### config.mk
export PLATFORM = sky130hd
export DESIGN_NAME = alu_accum_seq_flat
export DESIGN_NICKNAME = d
export VERILOG_FILES = /design/src/rtl/alu_pkg.sv /design/src/rtl/alu_accum_seq_if.sv /design/src/rtl/alu_accum_seq.sv /design/src/flat_wrapper.sv
export SDC_FILE = /design/constraint.sdc
export NUM_CORES = 1
export LEC_CHECK = 0
export CORE_MARGIN = 1
export CORE_UTILIZATION = 48
export CTS_CLUSTER_DIAMETER = 40
export DETAILED_ROUTE_END_ITERATION = 12
export PLACE_DENSITY = 0.85
export SYNTH_ARGS = -nofsm -noshare
export SYNTH_HDL_FRONTEND = slang
export SYNTH_SLANG_ARGS = --single-unit
### constraint.sdc
create_clock -name clk -period 2.45 [get_ports clk]
set_clock_uncertainty 0.05 [all_clocks]
set_input_delay 0.735 -clock clk [delete_from_list [all_inputs] [get_ports clk]]
set_output_delay 0.735 -clock clk [all_outputs]
set_load 0.05 [all_outputs]
### src/rtl/alu_pkg.sv
// Shared definitions for the ALU command sequencer: select codes, FSM states,
// status-register bit positions and the op classification used at capture.
package alu_pkg;

    localparam logic [2:0] OP_AND  = 3'b000;
    localparam logic [2:0] OP_OR   = 3'b001;
    localparam logic [2:0] OP_ADD  = 3'b010;
    localparam logic [2:0] OP_RSVD = 3'b011;
    localparam logic [2:0] OP_ANDN = 3'b100;
    localparam logic [2:0] OP_ORN  = 3'b101;
    localparam logic [2:0] OP_SUB  = 3'b110;
    localparam logic [2:0] OP_SLT  = 3'b111;

    localparam int FLAG_C = 3;
    localparam int FLAG_N = 2;
    localparam int FLAG_V = 1;
    localparam int FLAG_Z = 0;

    typedef enum logic [1:0] {
        IDLE,
        EXEC,
        RESP
    } state_t;

    // Adder-based ops keep the ALU flags; logical ops get locally derived flags.
    function automatic logic is_arith(input logic [2:0] op);
        case (op)
            OP_AND, OP_OR, OP_ANDN, OP_ORN: return 1'b0;
            default:                        return 1'b1;
        endcase
    endfunction

endpackage

### src/rtl/alu_accum_seq_if.sv
// Command/response handshake bundle between a command source and the sequencer.
interface alu_accum_seq_if #(
    parameter int WIDTH = 8
);
    logic             cmd_valid;
    logic             cmd_ready;
    logic             cmd_load;
    logic [2:0]       cmd_op;
    logic [WIDTH-1:0] cmd_data;
    logic             rsp_valid;
    logic             rsp_ready;
    logic [WIDTH-1:0] rsp_data;
    logic [3:0]       rsp_flags;
    logic             rsp_err;

    modport master (
        output cmd_valid, cmd_load, cmd_op, cmd_data, rsp_ready,
        input  cmd_ready, rsp_valid, rsp_data, rsp_flags, rsp_err
    );

    modport slave (
        input  cmd_valid, cmd_load, cmd_op, cmd_data, rsp_ready,
        output cmd_ready, rsp_valid, rsp_data, rsp_flags, rsp_err
    );
endinterface

### src/rtl/alu_accum_seq.sv
// Accumulator-based sequencer feeding a combinational ALU: accepts one command,
// holds operands for SETTLE_CYCLES, captures result/flags, returns a response.
module alu_accum_seq
    import alu_pkg::*;
#(
    parameter int WIDTH         = 8,
    parameter int SETTLE_CYCLES = 1
) (
    input  logic             clk,
    input  logic             rst_n,
    alu_accum_seq_if.slave   bus,
    output logic [WIDTH-1:0] alu_a,
    output logic [WIDTH-1:0] alu_b,
    output logic [2:0]       alu_sel,
    input  logic [WIDTH-1:0] alu_result,
    input  logic             alu_c,
    input  logic             alu_n,
    input  logic             alu_v,
    input  logic             alu_z
);

    localparam logic [3:0] CNT_INIT = 4'(SETTLE_CYCLES - 1);

    state_t           state;
    logic [WIDTH-1:0] acc;
    logic [3:0]       flags;
    logic [3:0]       cnt;
    logic             cmd_ready_q;
    logic             rsp_valid_q;
    logic             rsp_err_q;
    logic [3:0]       logic_flags;

    // The ALU's flags track its adder, so logical results need their own N/Z.
    always_comb begin
        logic_flags         = '0;
        logic_flags[FLAG_N] = alu_result[WIDTH-1];
        logic_flags[FLAG_Z] = (alu_result == '0);
    end

    always_ff @(posedge clk or negedge rst_n) begin
        if (!rst_n) begin
            state       <= IDLE;
            acc         <= '0;
            alu_b       <= '0;
            alu_sel     <= OP_AND;
            flags       <= '0;
            cnt         <= '0;
            cmd_ready_q <= 1'b0;
            rsp_valid_q <= 1'b0;
            rsp_err_q   <= 1'b0;
        end else begin
            case (state)
                IDLE: begin
                    cmd_ready_q <= 1'b1;
                    if (bus.cmd_valid && cmd_ready_q) begin
                        cmd_ready_q <= 1'b0;
                        if (bus.cmd_load) begin
                            acc         <= bus.cmd_data;
                            rsp_err_q   <= 1'b0;
                            rsp_valid_q <= 1'b1;
                            state       <= RESP;
                        end else if (bus.cmd_op == OP_RSVD) begin
                            rsp_err_q   <= 1'b1;
                            rsp_valid_q <= 1'b1;
                            state       <= RESP;
                        end else begin
                            alu_b     <= bus.cmd_data;
                            alu_sel   <= bus.cmd_op;
                            cnt       <= CNT_INIT;
                            rsp_err_q <= 1'b0;
                            state     <= EXEC;
                        end
                    end
                end
                EXEC: begin
                    if (cnt != 4'd0) begin
                        cnt <= cnt - 4'd1;
                    end else begin
                        acc         <= alu_result;
                        flags       <= is_arith(alu_sel) ? {alu_c, alu_n, alu_v, alu_z}
                                                         : logic_flags;
                        rsp_valid_q <= 1'b1;
                        state       <= RESP;
                    end
                end
                RESP: begin
                    if (bus.rsp_ready) begin
                        rsp_valid_q <= 1'b0;
                        cmd_ready_q <= 1'b1;
                        state       <= IDLE;
                    end
                end
                default: state <= IDLE;
            endcase
        end
    end

    assign alu_a         = acc;
    assign bus.cmd_ready = cmd_ready_q;
    assign bus.rsp_valid = rsp_valid_q;
    assign bus.rsp_data  = acc;
    assign bus.rsp_flags = flags;
    assign bus.rsp_err   = rsp_err_q;

endmodule

### src/flat_wrapper.sv
// flat-port wrapper written by rule: the top's interface ports become plain ports
module alu_accum_seq_flat import alu_pkg::*;
#(
    parameter int WIDTH         = 8,
    parameter int SETTLE_CYCLES = 1
)
  (clk, rst_n, alu_a, alu_b, alu_sel, alu_result, alu_c, alu_n, alu_v, alu_z, bus_cmd_valid, bus_cmd_load, bus_cmd_op, bus_cmd_data, bus_rsp_ready, bus_cmd_ready, bus_rsp_valid, bus_rsp_data, bus_rsp_flags, bus_rsp_err);
  alu_accum_seq_if #(.WIDTH(WIDTH)) bus_i ();
  input  logic clk;
  input  logic rst_n;
  output logic [WIDTH-1:0] alu_a;
  output logic [WIDTH-1:0] alu_b;
  output logic [2:0] alu_sel;
  input  logic [WIDTH-1:0] alu_result;
  input  logic alu_c;
  input  logic alu_n;
  input  logic alu_v;
  input  logic alu_z;
  input wire logic [$bits(bus_i.cmd_valid)-1:0] bus_cmd_valid;
  input wire logic [$bits(bus_i.cmd_load)-1:0] bus_cmd_load;
  input wire logic [$bits(bus_i.cmd_op)-1:0] bus_cmd_op;
  input wire logic [$bits(bus_i.cmd_data)-1:0] bus_cmd_data;
  input wire logic [$bits(bus_i.rsp_ready)-1:0] bus_rsp_ready;
  output wire logic [$bits(bus_i.cmd_ready)-1:0] bus_cmd_ready;
  output wire logic [$bits(bus_i.rsp_valid)-1:0] bus_rsp_valid;
  output wire logic [$bits(bus_i.rsp_data)-1:0] bus_rsp_data;
  output wire logic [$bits(bus_i.rsp_flags)-1:0] bus_rsp_flags;
  output wire logic [$bits(bus_i.rsp_err)-1:0] bus_rsp_err;
  assign bus_i.cmd_valid = bus_cmd_valid;
  assign bus_i.cmd_load = bus_cmd_load;
  assign bus_i.cmd_op = bus_cmd_op;
  assign bus_i.cmd_data = bus_cmd_data;
  assign bus_i.rsp_ready = bus_rsp_ready;
  assign bus_cmd_ready = bus_i.cmd_ready;
  assign bus_rsp_valid = bus_i.rsp_valid;
  assign bus_rsp_data = bus_i.rsp_data;
  assign bus_rsp_flags = bus_i.rsp_flags;
  assign bus_rsp_err = bus_i.rsp_err;
  alu_accum_seq #(.WIDTH(WIDTH), .SETTLE_CYCLES(SETTLE_CYCLES)) u_core (.clk(clk), .rst_n(rst_n), .bus(bus_i), .alu_a(alu_a), .alu_b(alu_b), .alu_sel(alu_sel), .alu_result(alu_result), .alu_c(alu_c), .alu_n(alu_n), .alu_v(alu_v), .alu_z(alu_z));
endmodule
-- Word-level counts from Yosys, hierarchy flattened
Cells that the tools add are included.
- register bits after elaboration: 32
- output and inout bits: 34
- input bits: 28
- word-level logic and storage cells: 74
- muxes and demuxes: 30
- reductions and logical operators: 17
- eq/ne operators: 14
- bitwise gates (word level): 3
- $add $sub $neg: 1
- operator list (kind ; count):
    $mux W8 ; 3
    $mux W4 ; 5
    $pmux W8 S2 ; 1
    $mux W1 ; 12
    $mux W2 ; 5
    $ne A2 B2 Y1 const B ; 5
    $reduce_and A5 Y1 ; 2
    $logic_not A8 Y1 ; 1
    $pmux W4 S2 ; 1
    $reduce_and A4 Y1 ; 2
    $eq A3 B3 Y1 const B ; 2
    $pmux W2 S3 ; 1
    $reduce_and A2 Y1 ; 3
    $ne A2 B1 Y1 const B ; 2
    $reduce_bool A2 Y1 ; 2
    $reduce_bool A4 Y1 ; 1
    $reduce_or A4 Y1 ; 1
    $sub A4 B1 Y4 const B ; 1
    $eq A3 B1 Y1 const B ; 1
    $eq A3 B2 Y1 const B ; 1
    $logic_not A3 Y1 ; 1
    $ne A3 B2 Y1 const B ; 1
    $not A1 Y1 ; 3
    $pmux W1 S3 ; 1
    7 further kinds ; 7

-- Logic depth before layout (Yosys ltp)
- depth in word-level cells: 6
- mapped depth: 5

-- Worst setup path after synthesis
Ideal clock, no wire load.
- path type: reg2reg
- from: register u_core.cmd_ready_q, in the netlist u_core.bus.cmd_ready
- to: register u_core.alu_b[1]
- setup time: 0.128 ns
- clock period less this slack: 1.818 ns
- cell stages (with the launch flop): 5
- path buffers: 1
- arrival time: 1.640 ns
- setup slack: 0.632 ns
- cell sequence: dfrtp_1 nand4bb_4 nor3_2 buf_4 mux2_1
- cells in the longest elaborated chain, start to end: 2
- RTL lines (item ; RTL line ; RTL):
    start, declared ; alu_accum_seq.sv:28 ; logic cmd_ready_q;
    start signal, assigned ; alu_accum_seq.sv:48 ; cmd_ready_q <= 1'b0;
    start signal, assigned ; alu_accum_seq.sv:54 ; cmd_ready_q <= 1'b1;
    start signal, assigned ; alu_accum_seq.sv:56 ; cmd_ready_q <= 1'b0;
    $logic_and A1 B1 Y1 ; alu_accum_seq.sv:55 ; if (bus.cmd_valid && cmd_ready_q) begin
    $reduce_and A4 Y1 (no line) ; n/a ;
    end signal, assigned ; alu_accum_seq.sv:67 ; alu_b <= bus.cmd_data;
    end, declared ; alu_accum_seq.sv:13 ; output logic [WIDTH-1:0] alu_b,
No other way between the ends.
A chain may end at the register's enable or synchronous reset.

-- Worst setup path after layout
- from: register u_core.acc[3], in the netlist u_core.alu_a[3]
- to: output port bus_rsp_data[3]
- RTL lines (item ; RTL line ; RTL):
    start, declared ; alu_accum_seq.sv:25 ; logic [WIDTH-1:0] acc;
    start signal, assigned ; alu_accum_seq.sv:58 ; acc <= bus.cmd_data;
    start signal, assigned ; alu_accum_seq.sv:79 ; acc <= alu_result;
    end, declared ; flat_wrapper.sv:26 ; output wire logic [$bits(bus_i.rsp_data)-1:0] bus_rsp_data;
No word-level cell between the ends.

==> flow_summary_export.csv <==
group,metric,value,unit
critical_path,critPathArrivalTime,1.56,ns
yosys,synth_largest_area_cell,"dfrtp_1",
yosys,async_reset_ff_share,100,%
route,vias_per_cell,5.36,
yosys,ys_ff_latch,32,
floorplan,rows,21,
clock_tree,tritoncts,"built",
power_and_ir_drop,p_per_area,1610,nW/µm²
critical_path,critPathMaxFanout,3,
route,drtPass1Iterations,4,
yosys,synthTopCellsByCount,"dfrtp_1, mux2_1, mux2_4",
clock_tree,cts_buffer_depth,2,
placement,preCtsSetupSlack,-0.0393,ns
global_routing,grt_pass1_vias,1369,
yosys,synthDistinctLibCells,38,
route,drc,0,
route,antenna_left,0,
placement,gp_congestion,0.756,
yosys,synth_edf_count,0,
critical_path,worst_ep_required_time,1.66,ns
global_routing,antenna_found_initial,0,
yosys,ys_seq_area_share,47.1,%
layout,drive_gt1_share,15.9,%
layout,fillers,262,
sta,finalCritPeriodShare,95.9,%
layout,diodes,0,
sta,max_freq,426,MHz
sta,worst_pin_slew,0.530,ns
critical_path,cpMaxStageDelayCell,"clkdlybuf4s50_1",
critical_path,critPathCaptureType,"output pin",
route,met2WireLength,2.14,mm
power_and_ir_drop,power.total,3.82,mW
layout,nNetsFinal,224,
sta,slew_viol_final,0,
global_routing,grt_pass1_wl,6.33,mm
route,vias,1291,
route,drt_iter0_drc,58,
sta,setup_slack,0.101,ns
placement,port_buffers,61,
critical_path,critical_path.startpoint_type,"register",
floorplan,io-pin-count,62,
critical_path,crit_family,"buffers and inverters",
clock_tree,cts_resized,0,
floorplan,initial_core_util,50.6,%
clock_tree,post_cts_buffers,0,
route,wl_per_cell,16.6,µm
route,dr.max_layer_used,"met4",
critical_path,slowest_delay,0.82,ns
yosys,yosysWarnings,0,
clock_tree,cts_buffers,5,
critical_path,crit_type,"reg2out",
power_and_ir_drop,leakage,1.00,nW
flow_run,drv_cap,0,
worst_hold_path,hp-class,"reg2reg",
yosys,syn_avg_cell_area,12.8,µm²
clock_tree,holdBufCountCts,0,
yosys,syn-num-nets,163,
power_and_ir_drop,ir_drop,0.940,mV
route,drt_wl_total,4.01,mm
clock_tree,clk_latency,0.33,ns
yosys,synth_area,1700,µm²
global_routing,grt_start_max_net_pins,33,
floorplan,fp.dieH,61.5,µm
global_routing,grtUsageTotal,23.6,%
sta,relSlewSlack,64.5,%
yosys,yosysMostFrequentCell,"dfrtp_1",
sta,finalCriticalPeriod,2.35,ns
yosys,netlist_instances,133,
yosys,synth_top_area_share,47.1,%
floorplan,die-area,3780,µm²
clock_tree,clkTransAtPathRegs,0.10,ns
sta,hold_viol,0,
placement,detailed_place_hpwl,3.05,mm
floorplan,coreArea,3360,µm²
sta,rsz0062_at_grt,"false",
yosys,ys_top_cells_by_area,"dfrtp_1, mux2_1, mux2_4",
global_routing,overflow,0,
yosys,ys.flop_type,"dfrtp_1",
layout,synthToLayoutAreaGrowth,40.0,%
critical_path,path_buf_inv,1,
critical_path,worstPathCellList,"clkdlybuf4s50_1",
layout,multi_input_area,778,µm²
layout,seq_area,801,µm²
route,m1WireLength,1.62,mm
status,outcome,"complete, no violations",
sta,setup_viol,0,
floorplan,die_w,61.5,µm
clock_tree,cts_sinks,32,
route,met3_length,151,µm
clock_tree,root_buffer,"clkbuf_4",
clock_tree,cts.htree.levels,2,
[layer usage]
| layer | track usage, % | vias to the layer above |
|---|---|---|
| met5 | 0 | - |
| met4 | 9.84 | 0 |
| met3 | 5.46 | 9 |
| met2 | 39.8 | 43 |
| met1 | 29.1 | 640 |
| li1 | - | 599 |
[sequential cells by signal (all words and copies together) (netlist names)]
signal                cells
u_core.bus.rsp_err        1
u_core.cnt                4
u_core.alu_a              8
u_core.bus.rsp_valid      1
u_core.alu_b              8
u_core.alu_sel            3
u_core.bus.cmd_ready      1
u_core.state              2
u_core.bus.rsp_flags      4
[cell families after synthesis]
| group | after synthesis | synth area share (%) |
|---|---|---|
| AND/OR/NAND/NOR | 29 | 12.7 |
| AO/OA/AOI/OAI | 21 | 9.49 |
| adder cells (fa/ha/maj) | 2 | 1.47 |
| multiplexers | 30 | 22.1 |
| flip-flops | 32 | 47.1 |
| buffers and inverters | 19 | 7.14 |
[placed cells by master, fill, tap and decap left out, drive strengths merged, types with 2 or more instances in the layout]
| cell | netlist | layout |
|---|---|---|
| ha | 2 | 2 |
| nor3 | 4 | 4 |
| dfrtp | 32 | 32 |
| mux2 | 27 | 27 |
| nor2b | 2 | 2 |
| nand3b | 2 | 2 |
| nor4 | 2 | 2 |
| clkbuf | 0 | 8 |
| nand4 | 2 | 2 |
| a21oi | 7 | 7 |
| a31oi | 2 | 2 |
| buf | 12 | 6 |
| o21ai | 2 | 2 |
| inv | 7 | 7 |
| mux2i | 3 | 3 |
| nor2 | 5 | 5 |
| o31ai | 2 | 2 |
| nand2 | 3 | 3 |
| nand4bb | 2 | 2 |
| clkdlybuf4s50 | 0 | 60 |
| o2bb2ai | 3 | 3 |
[worst paths after layout]
kind                       slack (ns)  cells past startpoint                end             from
max                              0.10                      1    bus_rsp_data[3]  u_core.alu_a[3]
min                              0.45                      1    u_core.alu_b[3]  u_core.alu_b[3]
max reg2reg                      0.58                      4    u_core.alu_b[0]  u_core.state[1]
min reg2reg                      0.45                      1    u_core.alu_b[3]  u_core.alu_b[3]
max in group asynchronous        1.30                      2      u_core.cnt[2]            rst_n
min in group asynchronous        0.75                      2  u_core.alu_sel[0]            rst_n
[power by group]
part | switching [mW] | leakage (nW) | total [mW] | internal, mW
Sequential | 0.230 | 0.385 | 1.01 | 0.782
Combinational | 1.50 | 0.583 | 2.49 | 0.983
Clock | 0.179 | 0.0326 | 0.321 | 0.141
[final cells by class]
class | instances | share of cell area, %
sequential | 32 | 33.6
multi-input combinational | 82 | 32.7
timing repair buffer | 66 | 27.7
clock buffer | 8 | 2.47
tap | 46 | 2.42
inverter | 7 | 1.10
[through the flow]
stage               TNS, ns  cell area [µm²]  utilization [%]  hold WS, ns  instances
floorplan                 0             1700                -        0.389        133
global placement          0             2320             69.0        0.419        233
detailed placement   -0.225             2320             69.0        0.428        233
CTS                       0             2380             70.8        0.451        241
global route              0             2380             70.8        0.470        241
finish                    0             2380             70.8        0.448        241
No activity file was read; power rests on OpenSTA's default activity.
